--- src/rtl/loader_pkg.sv ---
// Shared constants and state encoding for the instruction-memory program loader.
package loader_pkg;

    localparam int HDR_BYTES  = 2;
    localparam int WORD_BYTES = 4;

    typedef enum logic [2:0] {
        HDR_HI = 3'd0,
        HDR_LO = 3'd1,
        DATA   = 3'd2,
        WRITE  = 3'd3,
        CHK    = 3'd4,
        DONE   = 3'd5,
        ERR    = 3'd6
    } state_t;

endpackage

--- src/rtl/byte_packer.sv ---
// Big-endian byte-to-word packer: the first byte shifted in ends up in bits [31:24].
module byte_packer
    import loader_pkg::*;
(
    input  logic        clk,
    input  logic        rst,
    input  logic        shift,
    input  logic        clear,
    input  logic [7:0]  byte_in,
    output logic [31:0] word_next,
    output logic        word_full
);

    logic [31:0] word_q;
    logic [1:0]  cnt_q;

    // word_next already includes the byte being shifted in this cycle.
    assign word_next = {word_q[23:0], byte_in};
    assign word_full = shift && (cnt_q == 2'(WORD_BYTES - 1));

    // NOTE: sequential state uses non-blocking assignments only, so every flop samples pre-edge values.
    always_ff @(posedge clk) begin
        if (rst || clear) begin
            word_q <= '0;
            cnt_q  <= '0;
        end else if (shift) begin
            word_q <= word_next;
            cnt_q  <= cnt_q + 2'd1;
        end
    end

endmodule

--- src/rtl/prog_loader.sv ---
// Streams a length-prefixed byte image into instruction memory, then releases the core.
// Optional trailer checksum byte enabled by defining LOADER_CHECKSUM_EN.
module prog_loader
    import loader_pkg::*;
#(
    parameter int MAX_WORDS = 256,
    parameter int ADDR_W    = 32
) (
    input  logic              clk,
    input  logic              rst,
    input  logic [7:0]        byte_in,
    input  logic              byte_valid,
    output logic              byte_ready,
    output logic              mem_we,
    output logic [ADDR_W-1:0] mem_addr,
    output logic [31:0]       mem_wdata,
    output logic              core_rst,
    output logic              done,
    output logic              err
);

    localparam int IDX_W = $clog2(MAX_WORDS) + 1;

    state_t            state, state_next;
    logic [15:0]       count_q;
    logic [15:0]       hdr_count;
    logic [IDX_W-1:0]  word_idx_q;
    logic [ADDR_W-1:0] mem_addr_q;
    logic [31:0]       mem_wdata_q;
    logic              core_rst_q;
    logic              xfer;
    logic              last_word;
    logic              pack_shift;
    logic              pack_clear;
    logic [31:0]       word_next;
    logic              word_full;
`ifdef LOADER_CHECKSUM_EN
    logic [7:0]        csum_q;
`endif

    // Readiness is decoded from the state alone; gating with rst keeps it low while reset is held.
    always_comb begin
        byte_ready = 1'b0;
        case (state)
            HDR_HI, HDR_LO, DATA: byte_ready = !rst;
`ifdef LOADER_CHECKSUM_EN
            CHK:                  byte_ready = !rst;
`endif
            default:              byte_ready = 1'b0;
        endcase
    end

    assign xfer       = byte_valid && byte_ready;
    assign hdr_count  = {count_q[15:8], byte_in};
    assign last_word  = (32'(word_idx_q) + 32'd1) == 32'(count_q);
    assign pack_shift = (state == DATA) && xfer;
    assign pack_clear = (state == HDR_LO) && xfer;

    byte_packer u_packer (
        .clk       (clk),
        .rst       (rst),
        .shift     (pack_shift),
        .clear     (pack_clear),
        .byte_in   (byte_in),
        .word_next (word_next),
        .word_full (word_full)
    );

    // NOTE: state_next gets a default before the case, so no path leaves it unassigned (no latch).
    always_comb begin
        state_next = state;
        case (state)
            HDR_HI: if (xfer) state_next = HDR_LO;
            HDR_LO: begin
                if (xfer) begin
                    if (hdr_count == 16'd0)
`ifdef LOADER_CHECKSUM_EN
                        state_next = CHK;
`else
                        state_next = DONE;
`endif
                    else if (32'(hdr_count) > MAX_WORDS)
                        state_next = ERR;
                    else
                        state_next = DATA;
                end
            end
            DATA:  if (word_full) state_next = WRITE;
            WRITE: begin
                if (last_word)
`ifdef LOADER_CHECKSUM_EN
                    state_next = CHK;
`else
                    state_next = DONE;
`endif
                else
                    state_next = DATA;
            end
`ifdef LOADER_CHECKSUM_EN
            CHK: if (xfer) state_next = (byte_in == csum_q) ? DONE : ERR;
`endif
            default: state_next = state;
        endcase
    end

    always_ff @(posedge clk) begin
        if (rst) begin
            state       <= HDR_HI;
            count_q     <= '0;
            word_idx_q  <= '0;
            mem_addr_q  <= '0;
            mem_wdata_q <= '0;
            core_rst_q  <= 1'b1;
`ifdef LOADER_CHECKSUM_EN
            csum_q      <= '0;
`endif
        end else begin
            state <= state_next;
            if (state == HDR_HI && xfer) count_q[15:8] <= byte_in;
            if (state == HDR_LO && xfer) count_q[7:0]  <= byte_in;
            // Address and data are captured on the 4th byte so they are stable for the whole WRITE cycle.
            if (word_full) begin
                mem_addr_q  <= ADDR_W'({word_idx_q, 2'b00});
                mem_wdata_q <= word_next;
            end
            if (state == WRITE) word_idx_q <= word_idx_q + IDX_W'(1);
            if (state_next == DONE) core_rst_q <= 1'b0;
`ifdef LOADER_CHECKSUM_EN
            if (pack_shift) csum_q <= csum_q ^ byte_in;
`endif
        end
    end

    assign mem_we    = (state == WRITE);
    assign mem_addr  = mem_addr_q;
    assign mem_wdata = mem_wdata_q;
    assign core_rst  = core_rst_q;
    assign done      = (state == DONE);
    assign err       = (state == ERR);

endmodule

--- config.mk ---
export PLATFORM = sky130hd
export DESIGN_NAME = prog_loader
export DESIGN_NICKNAME = d
export VERILOG_FILES = /design/src/rtl/loader_pkg.sv /design/src/rtl/byte_packer.sv /design/src/rtl/prog_loader.sv
export SDC_FILE = /design/constraint.sdc
export NUM_CORES = 1
export LEC_CHECK = 0
export BUFFER_PORTS_ARGS = -buffer_cell sky130_fd_sc_hd__buf_4
export CAP_MARGIN = 10
export CORE_UTILIZATION = 33
export CTS_CLUSTER_SIZE = 12
export DETAILED_ROUTE_END_ITERATION = 7
export PLACE_DENSITY_LB_ADDON = 0.05
export SYNTH_ARGS = -nofsm -noshare
export SYNTH_HDL_FRONTEND = slang
export SYNTH_SLANG_ARGS = --single-unit
export TNS_END_PERCENT = 20
--- constraint.sdc ---
create_clock -name clk -period 2.3 [get_ports clk]
set_input_delay 0.46 -clock clk [delete_from_list [all_inputs] [get_ports clk]]
set_output_delay 0.46 -clock clk [all_outputs]
set_load 0.005 [all_outputs]
# ---- After elaboration in Yosys (flattened, before gate mapping)
# Cells that the tools add are included.
dict set report op_classes {
  magnitude_cmp 1
  muxes 8
  reduce_logical 10
  eq_ne 8
  add_sub_neg 3
}
# operator count
set ops {}
lappend ops {{$mux 3} 6}
lappend ops {{$eq 10x16->1} 1}
lappend ops {{$gt 16x9->1 const B} 1}
lappend ops {{$logic_not 16->1} 1}
lappend ops {{$pmux 3 s4} 1}
lappend ops {{$add 9x1->10 const B} 1}
lappend ops {{$add 9x1->9 const B} 1}
lappend ops {{$eq 3x3->1 const B} 3}
lappend ops {{$eq 3x2->1 const B} 2}
lappend ops {{$logic_and 1x1->1} 5}
lappend ops {{$eq 3x1->1 const B} 1}
lappend ops {{$logic_not 3->1} 1}
lappend ops {{$reduce_or 3->1} 1}
lappend ops {{$add 2x1->2 const B} 1}
lappend ops {{$eq 2x2->1 const B} 1}
lappend ops {{$logic_not 1->1} 1}
lappend ops {{$logic_or 1x1->1} 1}
lappend ops {{$mux 1} 1}
dict set report totals {
  output_inout_bits 69
  reg_bits 96
  word_cells 39
}

# ---- Longest topological paths before layout
# Gate-level depths: netlist of run 1.
dict set report depth {
  word_depth 9
  depth_mapped 9
  depth_no_buf 7
}

# ---- Modules after synthesis
# A second synthesis of run 1 with hierarchy kept.
dict set report hier_totals {
  hier_cells 445
  hier_area_um2 4186.5
}
# mod instances cells_each area_per_inst_um2
set by_module_without_submodules {}
lappend by_module_without_submodules {prog_loader 1 350 3146.8}
lappend by_module_without_submodules {byte_packer 1 95 1039.7}

# ---- Least setup slack after synthesis of run 1
# Ideal clock, no wire load.
dict set report synth_timing {
  path_kind {reg-to-reg}
  start {register word_idx_q[2]}
  end {register state[0]}
  setup_ns 0.087
  stages_incl_launch_ff 8
  required_ns 2.213
  arrival_ns 2.049
  setup_slack_ns 0.164
  period_less_slack_ns 2.136
  path_cell_list {dfxtp_1 > buf_2 > and4_4 > a21boi_2 > or4_1 > a32o_1 > or4_4 > o31ai_1}
}
dict set report synth_between {
  elab_chain_cells 4
}
# element line
set synth_rtl {}
lappend synth_rtl {{from (decl)} prog_loader.sv:27} ;# logic [IDX_W-1:0] word_idx_q;
lappend synth_rtl {{from (signal assigned)} prog_loader.sv:126} ;# if (state == WRITE) word_idx_q <= word_idx_q + IDX_W'(1);
lappend synth_rtl {{$add 9x1->10} prog_loader.sv:55} ;# assign last_word = (32'(word_idx_q) + 32'd1) == 32'(count_q);
lappend synth_rtl {{$eq 10x16->1} prog_loader.sv:55}
lappend synth_rtl {{$mux 3} prog_loader.sv:90} ;# if (last_word)
lappend synth_rtl {{$pmux 3 s4} prog_loader.sv:72} ;# case (state)
lappend synth_rtl {{to (signal assigned)} prog_loader.sv:118} ;# state <= state_next;
lappend synth_rtl {{to (decl)} prog_loader.sv:24} ;# state_t state, state_next;
# Every way passes these cells.
# A chain may end at the register's enable or synchronous reset.

# ---- Worst setup path after layout of run 1
dict set report layout_timing {
  start {register word_idx_q[0]}
  end {register state[0]}
}
# The elaborated chain is that of the path after synthesis.

==> results of run 1 <==
==> registers in the layout, indices dropped and copies added, names as in the netlist <==
| register | flops |
|---|---|
| word_idx_q | 9 |
| u_packer.word_q | 24 |
| mem_wdata | 32 |
| count_q | 16 |
| mem_addr | 9 |
| u_packer.cnt_q | 2 |
| core_rst | 1 |
| state | 3 |
==> power groups by stage <==
stage	clock network [W]	registers, W	logic (W)
2_1_floorplan	0	0.00172	0.000129
3_3_place_gp	0	0.00173	0.000162
3_5_place_dp	0	0.00173	0.000162
4_1_cts	0.00156	0.00169	0.000163
5_1_grt	0.00164	0.00169	0.000182
6_report	0.00151	0.00169	0.000161
==> worst max-delay path by stage <==
stage | cells past startpoint | endpoint | start | slack, ns
3_5_place_dp | 6 | state[0]$_SDFF_PP0_ | word_idx_q[1]$_SDFFE_PP0P_ | 0.04
5_1_grt | 7 | state[0]$_SDFF_PP0_ | word_idx_q[0]$_SDFFE_PP0P_ | 0.01
3_3_place_gp | 6 | state[2]$_SDFF_PP0_ | word_idx_q[1]$_SDFFE_PP0P_ | 0.15
4_1_cts | 6 | state[0]$_SDFF_PP0_ | word_idx_q[1]$_SDFFE_PP0P_ | 0.03
6_report | 6 | state[0]$_SDFF_PP0_ | word_idx_q[0]$_SDFFE_PP0P_ | 0.08
2_1_floorplan | 7 | state[0]$_SDFF_PP0_ | word_idx_q[2]$_SDFFE_PP0P_ | 0.16
==> metal layers <==
layer	share of wire	global-route usage	vias up
li1	-	-	1791
met1	0.50	0.242	1575
met2	0.44	0.263	74
met3	0.038	0.0305	11
met4	0.017	0.0747	0
met5	0	0	-
==> final cells by class <==
type,instances,area [sq um],area share
sequential,96,1920,0.395
clock buffer,11,243,0.0498
tap,147,184,0.0378
clock inverter,4,53.8,0.0110
timing repair buffer,75,576,0.118
multi-input combinational,389,1880,0.387
inverter,2,7.51,0.00154
==> worst reg2reg max path: stages (launching register included) <==
cell	delay, ns
dfxtp_1	0.40
and4_4	0.28
a21boi_2	0.06
or4_1	0.52
a32o_1	0.27
or4_4	0.52
o31ai_1	0.08
==> through the flow <==
stage	util	cell area (sq um)	setup WS (ns)	total power (W)	hold WS [ns]
4_1_cts	0.407	4870	0.0328	0.00342	0.387
3_3_place_gp	0.382	4570	0.153	0.00189	0.445
3_5_place_dp	0.382	4570	0.0410	0.00189	0.446
2_1_floorplan	-	4130	0.164	0.00185	0.432
5_1_grt	0.407	4870	0.0113	0.00352	0.389
6_report	0.407	4870	0.0783	0.00337	0.398
==> kinds of logic (layout without fill, tap and decap cells) <==
| logic type | after synthesis | after routing |
|---|---|---|
| other | 1 | 23 |
| AO/OA/AOI/OAI | 107 | 107 |
| XOR/XNOR | 15 | 15 |
| AND/OR/NAND/NOR | 242 | 242 |
| flip-flops | 96 | 96 |
| buffers and inverters | 61 | 92 |
| adder cells (fa/ha/maj) | 2 | 2 |
==> Yosys cell counts, drive strengths merged (2+ instances only) <==
cell type	count	area share
or4	2	0.0046
o31ai	3	0.0056
o21ai	7	0.0087
nor3	4	0.0049
xor2	10	0.022
and3b	2	0.0043
or2	2	0.0031
nor2	18	0.017
nor3b	2	0.0037
and2	4	0.0062
or3	3	0.0046
inv	2	0.0019
nand4	4	0.0062
nand3	21	0.026
clkbuf	23	0.021
a211oi	2	0.0037
nand3b	3	0.0056
nor4	5	0.0077
nand2b	6	0.0093
dfxtp	96	0.47
a21oi	88	0.11
nand2	162	0.15
xnor2	5	0.011
ha	2	0.0062
buf	36	0.058
==> metrics.md, run 1 <==
| Metric | Value |
|---|---|
| R2R setup slack | `about 0.08 ns` |
| CP Capture Type | `flip-flop` |
| Clock skew | `0.00887 ns` |
| Layout cells sized above 1 | `0.165` |
| Layout area overhead | `20.4%` |
| Comb power frac | `0.048` |
| First-pass GRT wire length | `~17000 um` |
| Largest family of logic cells by synthesized area | `simple AND/OR/NAND/NOR gates` |
| Critical path class | `reg -> reg` |
| Top-Level Pins | `80` |
| Yosys warns | `0` |
| Worst path cell trace | `and4_4 -> a21boi_2 -> or4_1 -> a32o_1 -> or4_4 -> o31ai_1` |
| Reg2reg path depth | `6` |
| # resized after CTS | `0` |
| Clock Power Share | `0.450` |
| Setup TNS | `0 ns` |
| Final-report setup violation count | `0` |
| Syn Area/Cell | `7.72 sq um` |
| Mux cell area share after synthesis | `0` |
| Worst Hold End | `mem_wdata[3]$_SDFFE_PP0P_` |
| Area fraction in compound gates after synthesis | `0.143` |
| Post-Synth Simple-Gate Area | `0.261` |
| Register bit count reported by yosys | `96` |
| Seq/Total Area, Yosys | `0.475` |
| DR WL/cell | `around 14 um` |
| Vias in the first global route | `3284` |
| Clock transition at path regs | `approximately 0.07 ns` |
| Final #Nets | `between 500 and 600` |
| Largest net degree at the start of global routing | `between 40 and 50` |
| Clk sinks | `96` |
| Grt ovf | `0` |
| Outcome | `finished clean` |
| Most common cell after layout, fill and taps aside | `nand2_1` |
| Clock root buffer | `clkbuf_16` |
| Hold-fix buffers, CTS | `0` |
| Synthesized area | `4050 sq um` |
| IO buf count | `between 50 and 60` |
| Worst Path Required | `roughly 2.6 ns` |
| CTS tree | `done` |
| Synth Area in Adders | `0.00618` |
| Final HPWL DP | `just over 7000 um` |
| Antenna violations before repair | `0` |
| Period utilisation layout | `0.966` |
| Internal | `around 0.0026 W` |
| Die ar. | `roughly 13000 sq um` |
| Rows | `40` |
| GPL Wtd Cong | `~0.81` |
| Net Sw Power | `about 0.00076 W` |
| Asr flop ratio synth | `0` |
| Worst skew pair latency | `0.35 ns` |
| Max Buffers Root-to-Sink | `2` |
| Ys flop type | `dfxtp_1` |
| Lkg Pwr | `1.79 nW` |
| Layout Cells excl Fill | `between 700 and 800` |
| Post-Synthesis Cells | `roughly 520` |
| Most frequent cells in the layout | `nand2_1 (162), dfxtp_1 (95), a21oi_1 (88)` |
| Initial core utilization | `0.338` |
| Peak supply drop | `0.000272 V` |
| Synth unique cells | `41` |
| Startpoint types | `flip-flop` |
| EDFF count, synth | `0` |
| Worst Path Arrival | `about 2.5 ns` |
| Total track usage | `0.173` |
| Drt via density | `approximately 4.8` |
| Post-CTS setup buffer count | `0` |
| XOR/XNOR share of the synthesized area | `0.0325` |
| CTS Buf Count | `9` |
| RSZ-0062 raised after global routing | `false` |
| Buf/Inv on CP | `0` |
| DRC | `0` |
| Fin. Hold Viols | `0` |
| CP max-delay cell | `or4_1` |
| PwrDens | `around 690 nW/um^2` |
| Max Cap Viol | `0` |
| Sw frac | `0.227` |
| Min-delay worst type | `in -> reg` |
| DR pass1 iterations | `4` |
| Slew Limit Fails | `0` |
| Worst r2r src | `word_idx_q[0]$_SDFFE_PP0P_` |
| Achievable frequency | `0.450 GHz` |
| Via count | `3451` |
| Min Clock Period, post-route | `approximately 2.2 ns` |
| Worst R2R End | `state[0]$_SDFF_PP0_` |
| CTS H-Tree Depth | `3` |
| Min-Delay Startpoint | `byte_in[3]` |
| Hold path cells | `3` |
| CP max FO | `5` |
| Routed Antenna Nets | `0` |
| Placed Instances | `between 700 and 800` |
| Core Area | `12000 sq um` |
| Worst path max stage delay | `between 0.5 and 0.6 ns` |
| Drt total wl | `between 10000 and 15000 um` |
| Sequential power share | `0.503` |
| DR iter-0 viols | `approximately 170` |
| # fillers | `approximately 1300` |
| Die Height | `113 um` |
| Die W | `~110 um` |
| Antenna diodes | `0` |
| CP top delay family | `simple AND/OR/NAND/NOR gates` |
Note: power is estimated with default switching activity, not from simulation.
==> inputs of run 2 (changes only) <==
--- a/config.mk
+++ b/config.mk
@@ -11,6 +11,7 @@
 export CTS_CLUSTER_SIZE = 12
 export DETAILED_ROUTE_END_ITERATION = 7
 export PLACE_DENSITY_LB_ADDON = 0.05
+export RECOVER_POWER = 100
 export SYNTH_ARGS = -nofsm -noshare
 export SYNTH_HDL_FRONTEND = slang
 export SYNTH_SLANG_ARGS = --single-unit
==> metrics.md, run 2 (synthesis gave the netlist of run 1 again) <==
| Metric | Value |
|---|---|
| Hold-fix buffers, CTS | `0 (unchanged)` |
| Routed Antenna Nets | `0 (unchanged)` |
| RSZ-0062 raised after global routing | `false` |
| CP Capture Type | `flip-flop` |
| Clock skew | `0.00804 ns (-0.000831 ns)` |
| Via count | `3444 (-0.20%)` |
| Die W | `113 um (unchanged)` |
| Clock transition at path regs | `0.07 ns (about the same)` |
| Min-delay worst type | `in -> reg` |
| Peak supply drop | `0.000273 V (+0.26%)` |
| Total track usage | `0.173 (unchanged)` |
| Antenna diodes | `0 (unchanged)` |
| Top-Level Pins | `80 (unchanged)` |
| DR iter-0 viols | `160 (-6.4%)` |
| Worst Path Arrival | `2.47 ns (about the same)` |
| DR pass1 iterations | `4 (unchanged)` |
| Comb power frac | `0.047 (about the same)` |
| Slew headroom | `0.449` |
| Max Buffers Root-to-Sink | `2 (unchanged)` |
| Worst r2r src | `word_idx_q[0]$_SDFFE_PP0P_` |
| GPL Wtd Cong | `0.813 (unchanged)` |
| Final-report setup violation count | `0 (unchanged)` |
| Layout area overhead | `19.8%` |
| R2R setup slack | `0.08 ns (about the same)` |
| Clock Power Share | `0.449 (about the same)` |
| Lkg Pwr | `1.75 nW (-2.2%)` |
| Vias in the first global route | `3284 (unchanged)` |
| Die ar. | `12700 sq um (unchanged)` |
| Initial core utilization | `0.338 (unchanged)` |
| Internal | `0.00260 W (-0.11%)` |
| Achievable frequency | `0.451 GHz (+0.29%)` |
| Startpoint types | `flip-flop` |
| Setup TNS | `0 ns (unchanged)` |
| Largest net degree at the start of global routing | `45 (unchanged)` |
| Max FFs per register | `32 (unchanged)` |
| Period utilisation layout | `0.963 (-0.00275)` |
| Die Height | `113 um (unchanged)` |
| Worst Path Required | `2.56 ns (about the same)` |
| WHS | `0.400 ns (+0.00142 ns)` |
| Rows | `40 (unchanged)` |
| Most common cell after layout, fill and taps aside | `nand2_1` |
| Sw frac | `0.227 (-0.000634)` |
| Layout cells sized above 1 | `0.159 (-0.00520)` |
| Final #Nets | `586 (unchanged)` |
| Clock root buffer | `clkbuf_16` |
| # resized after CTS | `0 (unchanged)` |
| CP max FO | `5 (unchanged)` |
| DRC | `0 (unchanged)` |
| CTS tree | `done` |
| Worst Hold End | `mem_wdata[3]$_SDFFE_PP0P_` |
| Net Sw Power | `0.000761 W (-0.47%)` |
| Max Cap Viol | `0 (unchanged)` |
| Post-CTS setup buffer count | `0 (unchanged)` |
| Worst R2R End | `state[0]$_SDFF_PP0_` |
| IO buf count | `56 (unchanged)` |
| Clk sinks | `96 (unchanged)` |
| Grt ovf | `0 (unchanged)` |
| Fin. Hold Viols | `0 (unchanged)` |
| Reg2reg path depth | `6 (unchanged)` |
| DR WL/cell | `14.1 um (+0.12%)` |
| Core Area | `12000 sq um (unchanged)` |
| Final HPWL DP | `7100 um (unchanged)` |
| Slew @ Worst Pin | `about 0.83 ns` |
| CTS Buf Count | `9 (unchanged)` |
| Min Clock Period, post-route | `2.22 ns (-0.00633 ns)` |
| Slew Limit Fails | `0 (unchanged)` |
| CTS H-Tree Depth | `3 (unchanged)` |
| Most frequent cells in the layout | `nand2_1 (162), dfxtp_1 (95), a21oi_1 (88)` |
| Drt via density | `4.76 (-0.20%)` |
| Outcome | `finished clean` |
| Critical path class | `reg -> reg` |
| Sequential power share | `0.504 (about the same)` |
| Min-Delay Startpoint | `byte_in[3]` |
| Antenna violations before repair | `0 (unchanged)` |
| # fillers | `1270 (+0.32%)` |
| Hold path cells | `3 (unchanged)` |
| First-pass GRT wire length | `17100 um (unchanged)` |
| Worst skew pair latency | `0.34 ns (about the same)` |
| Drt total wl | `10200 um (+0.12%)` |
| PwrDens | `693 nW/um^2 (+0.27%)` |
## run 2: worst max-delay path by stage
stage	startpoint	end	cells after the start
finish	word_idx_q[0]$_SDFFE_PP0P_	state[0]$_SDFF_PP0_	6
floorplan	word_idx_q[2]$_SDFFE_PP0P_	state[0]$_SDFF_PP0_	7
CTS	word_idx_q[1]$_SDFFE_PP0P_	state[0]$_SDFF_PP0_	6
global route	state[2]$_SDFF_PP0_	u_packer.cnt_q[0]$_SDFFE_PP0P_	6
global placement	word_idx_q[1]$_SDFFE_PP0P_	state[2]$_SDFF_PP0_	6
detailed placement	word_idx_q[1]$_SDFFE_PP0P_	state[0]$_SDFF_PP0_	6
## run 2: metal layers
layer	track usage	up-vias	share of wire
met5	0	-	0
met1	0.242	1563	0.50
met4	0.0747	0	0.017
met2	0.263	78	0.44
li1	-	1792	-
met3	0.0305	11	0.039
## run 2: metrics by stage
stage	utilization	cell area [sq um]	power (W)	instances	setup slack [ns]
after CTS	0.407	4870	0.00342	724	0.0328
after floorplan	-	4130	0.00185	546	0.164
final	0.405	4850	0.00336	724	0.0847
after global placement	0.382	4570	0.00189	709	0.153
after global routing	0.405	4850	0.00351	724	0.00653
after detailed placement	0.382	4570	0.00189	709	0.0410
## run 2: layout make-up
type | instances | area (sq um) | share of cell area
well taps | 147 | 184 | 0.0379
clock buffers | 11 | 243 | 0.0501
inverters | 2 | 7.51 | 0.00155
flip-flops and latches | 96 | 1920 | 0.397
repair buffers | 75 | 558 | 0.115
multi-input cells | 389 | 1880 | 0.388
clock inverters | 4 | 53.8 | 0.0111
## run 2: power by group through the flow
stage	registers [W]	clock network [W]	logic, W
6_report	0.00169	0.00151	0.000158
5_1_grt	0.00169	0.00164	0.000179
4_1_cts	0.00169	0.00156	0.000163
3_5_place_dp	0.00173	0	0.000162
3_3_place_gp	0.00173	0	0.000162
2_1_floorplan	0.00172	0	0.000129
## run 2: critical path, stage by stage, from the launching register on
cell and delay [ns]:
dfxtp_1 0.40, and4_4 0.27, a21boi_2 0.06, or4_1 0.52, a32o_1 0.27, or4_4 0.52
o31ai_1 0.08
==> inputs of run 3 (changes only) <==
--- a/config.mk
+++ b/config.mk
@@ -10,9 +10,10 @@
 export CORE_UTILIZATION = 33
 export CTS_CLUSTER_SIZE = 12
 export DETAILED_ROUTE_END_ITERATION = 7
+export GPL_TIMING_DRIVEN = 0
 export PLACE_DENSITY_LB_ADDON = 0.05
 export RECOVER_POWER = 100
 export SYNTH_ARGS = -nofsm -noshare
 export SYNTH_HDL_FRONTEND = slang
 export SYNTH_SLANG_ARGS = --single-unit
-export TNS_END_PERCENT = 20
+export TNS_END_PERCENT = 10
==> metrics.md, run 3 (synthesis gave the netlist of run 1 again) <==
| Metric | Value |
|---|---|
| Worst Hold End | `mem_wdata[1]$_SDFFE_PP0P_` |
| Period utilisation layout | `0.987 (+0.0241)` |
| DRC | `0 (unchanged)` |
| Worst Path Arrival | `2.52 ns (+0.05 ns)` |
| Critical path class | `reg -> reg` |
| Antenna diodes | `0 (unchanged)` |
| Most common cell after layout, fill and taps aside | `nand2_1` |
| CTS Buf Count | `9 (unchanged)` |
| WHS | `0.405 ns (+0.00556 ns)` |
| Comb power frac | `0.060 (+0.013)` |
| Total track usage | `0.171 (-0.00239)` |
| Worst R2R End | `state[2]$_SDFF_PP0_` |
| Die ar. | `12700 sq um (unchanged)` |
| Lkg Pwr | `1.88 nW (+7.5%)` |
| Setup TNS | `0 ns (unchanged)` |
| Slew @ Worst Pin | `0.633 ns (-0.194 ns)` |
| IO buf count | `56 (unchanged)` |
| Largest net degree at the start of global routing | `16 (-64%)` |
| Max FFs per register | `32 (unchanged)` |
| Achievable frequency | `0.440 GHz (-2.4%)` |
| Die Height | `113 um (unchanged)` |
| CTS tree | `done` |
| Max Cap Viol | `0 (unchanged)` |
| Outcome | `finished clean` |
| Most frequent cells in the layout | `nand2_1 (162), dfxtp_1 (94), a21oi_1 (88)` |
| Seq. cell area | `1920 sq um (about the same)` |
| Layout area overhead | `24.6%` |
| Drt total wl | `10200 um (about the same)` |
| Initial core utilization | `0.338 (unchanged)` |
| Area of the multi-input gates | `1890 sq um (+0.73%)` |
| Clk sinks | `96 (unchanged)` |
| DR WL/cell | `13.4 um (-5.3%)` |
| Routed Antenna Nets | `0 (unchanged)` |
| Final-report setup violation count | `0 (unchanged)` |
| R2R setup slack | `0.03 ns (-0.06 ns)` |
| Vias in the first global route | `3367 (+2.5%)` |
| Final Util | `0.421 (+0.0161)` |
| Max Buffers Root-to-Sink | `2 (unchanged)` |
| Slew headroom | `0.578 (+0.129)` |
| Startpoint types | `flip-flop` |
| CTS H-Tree Depth | `3 (unchanged)` |
| Grt ovf | `0 (unchanged)` |
| Min Clock Period, post-route | `2.27 ns (+0.0554 ns)` |
| Worst skew pair latency | `0.34 ns (about the same)` |
| Sw frac | `0.234 (+0.00767)` |
| Rows | `40 (unchanged)` |
| Hold path cells | `3 (unchanged)` |
| Drt via density | `4.79 (+0.66%)` |
| Clock root buffer | `clkbuf_16` |
| Final #Nets | `627 (+7.0%)` |
| Core Area | `12000 sq um (unchanged)` |
| Clock skew | `0.0118 ns (+0.00374 ns)` |
| CP Capture Type | `flip-flop` |
| Layout cells sized above 1 | `0.186 (+0.0266)` |
| DR pass1 iterations | `7 (+3)` |
| Worst Path Required | `2.55 ns (about the same)` |
| GPL Wtd Cong | `0.762 (-6.2%)` |
| Clock transition at path regs | `0.07 ns (about the same)` |
| Peak supply drop | `0.000262 V (-3.7%)` |
| RSZ-0062 raised after global routing | `true` |
| Antenna violations before repair | `0 (unchanged)` |
| Internal | `0.00252 W (-3.2%)` |
| Min-Delay Startpoint | `byte_in[1]` |
| # fillers | `1260 (-0.79%)` |
| Slew Limit Fails | `0 (unchanged)` |
| Clock Power Share | `0.426 (-0.023)` |
| First-pass GRT wire length | `17100 um (+0.16%)` |
| Top-Level Pins | `80 (unchanged)` |
| CP max FO | `9 (+4)` |
| Fin. Hold Viols | `0 (unchanged)` |
| Final HPWL DP | `7350 um (+3.6%)` |
| DR iter-0 viols | `212 (+33%)` |
| Die W | `113 um (unchanged)` |
| PwrDens | `652 nW/um^2 (-5.9%)` |
| Worst r2r src | `word_idx_q[2]$_SDFFE_PP0P_` |
| Reg2reg path depth | `7 (+1)` |
| Min-delay worst type | `in -> reg` |
| Sequential power share | `0.513 (+0.009)` |
| Net Sw Power | `0.000770 W (+1.1%)` |
| Via count | `3663 (+6.4%)` |
-- run 3: changes by cell type in the layout (fill, tap and decap cells not counted), sizes merged --
| cell | change |
|---|---|
| clkbuf | +24 |
| clkinvlp | -1 |
| bufinv | -1 |
| clkinv | +2 |
| buf | +17 |
-- run 3: worst max path at each step --
stage | startpoint | endpoint | slack (ns)
floorplan | word_idx_q[2]$_SDFFE_PP0P_ | state[0]$_SDFF_PP0_ | 0.16
global placement | rst | u_packer.cnt_q[0]$_SDFFE_PP0P_ | -0.24
detailed placement | rst | u_packer.cnt_q[1]$_SDFFE_PP0P_ | -0.29
CTS | word_idx_q[1]$_SDFFE_PP0P_ | state[2]$_SDFF_PP0_ | 0.02
global route | word_idx_q[3]$_SDFFE_PP0P_ | state[2]$_SDFF_PP0_ | -0.05
finish | word_idx_q[2]$_SDFFE_PP0P_ | state[2]$_SDFF_PP0_ | 0.03
-- run 3: layer usage --
metal,wire [um],vias up,global-route usage
met5,0,-,0
met3,416,12,0.0257
met1,5220,1681,0.241
met4,139,0,0.0667
met2,4450,95,0.263
li1,-,1875,-
-- run 3: per-stage QoR --
stage	worst slack, ns	cells	cell area [sq um]	power [W]
2_1_floorplan	0.164	546	4130	0.00185
3_3_place_gp	-0.245	749	4730	0.00191
3_5_place_dp	-0.288	749	4730	0.00192
4_1_cts	0.0174	764	5030	0.00332
5_1_grt	-0.0478	765	5040	0.00343
6_report	0.0292	765	5040	0.00329
-- run 3: layout make-up --
type | count | share of cell area
plain buffers | 58 | 0.0658
clock buffers | 11 | 0.0482
clock inverters | 4 | 0.00596
inverters | 2 | 0.00149
multi-input cells | 389 | 0.376
flip-flops and latches | 96 | 0.382
well taps | 147 | 0.0365
repair buffers | 58 | 0.0849
-- run 3: what timing repair did --
action                                  CTS  global route
buffers inserted                          0             2
pin swaps                                 0             2
resized for setup                         8             8
endpoints found under the setup margin   65            63
hold buffers                              0             0
-- run 3: power groups by stage --
stage	Combinational, W	Clock [W]	Sequential, W
floorplan	0.000129	0	0.00172
global placement	0.000189	0	0.00173
detailed placement	0.000191	0	0.00173
CTS	0.000195	0.00144	0.00169
global route	0.000222	0.00152	0.00169
finish	0.000198	0.00140	0.00169
-- run 3: worst max-delay path: stages (launching register included) --
cell	delay [ns]
dfxtp_1	0.30
buf_4	0.16
and4_4	0.28
a21boi_2	0.06
or4_1	0.50
a32o_1	0.26
or4_4	0.53
o31ai_1	0.08
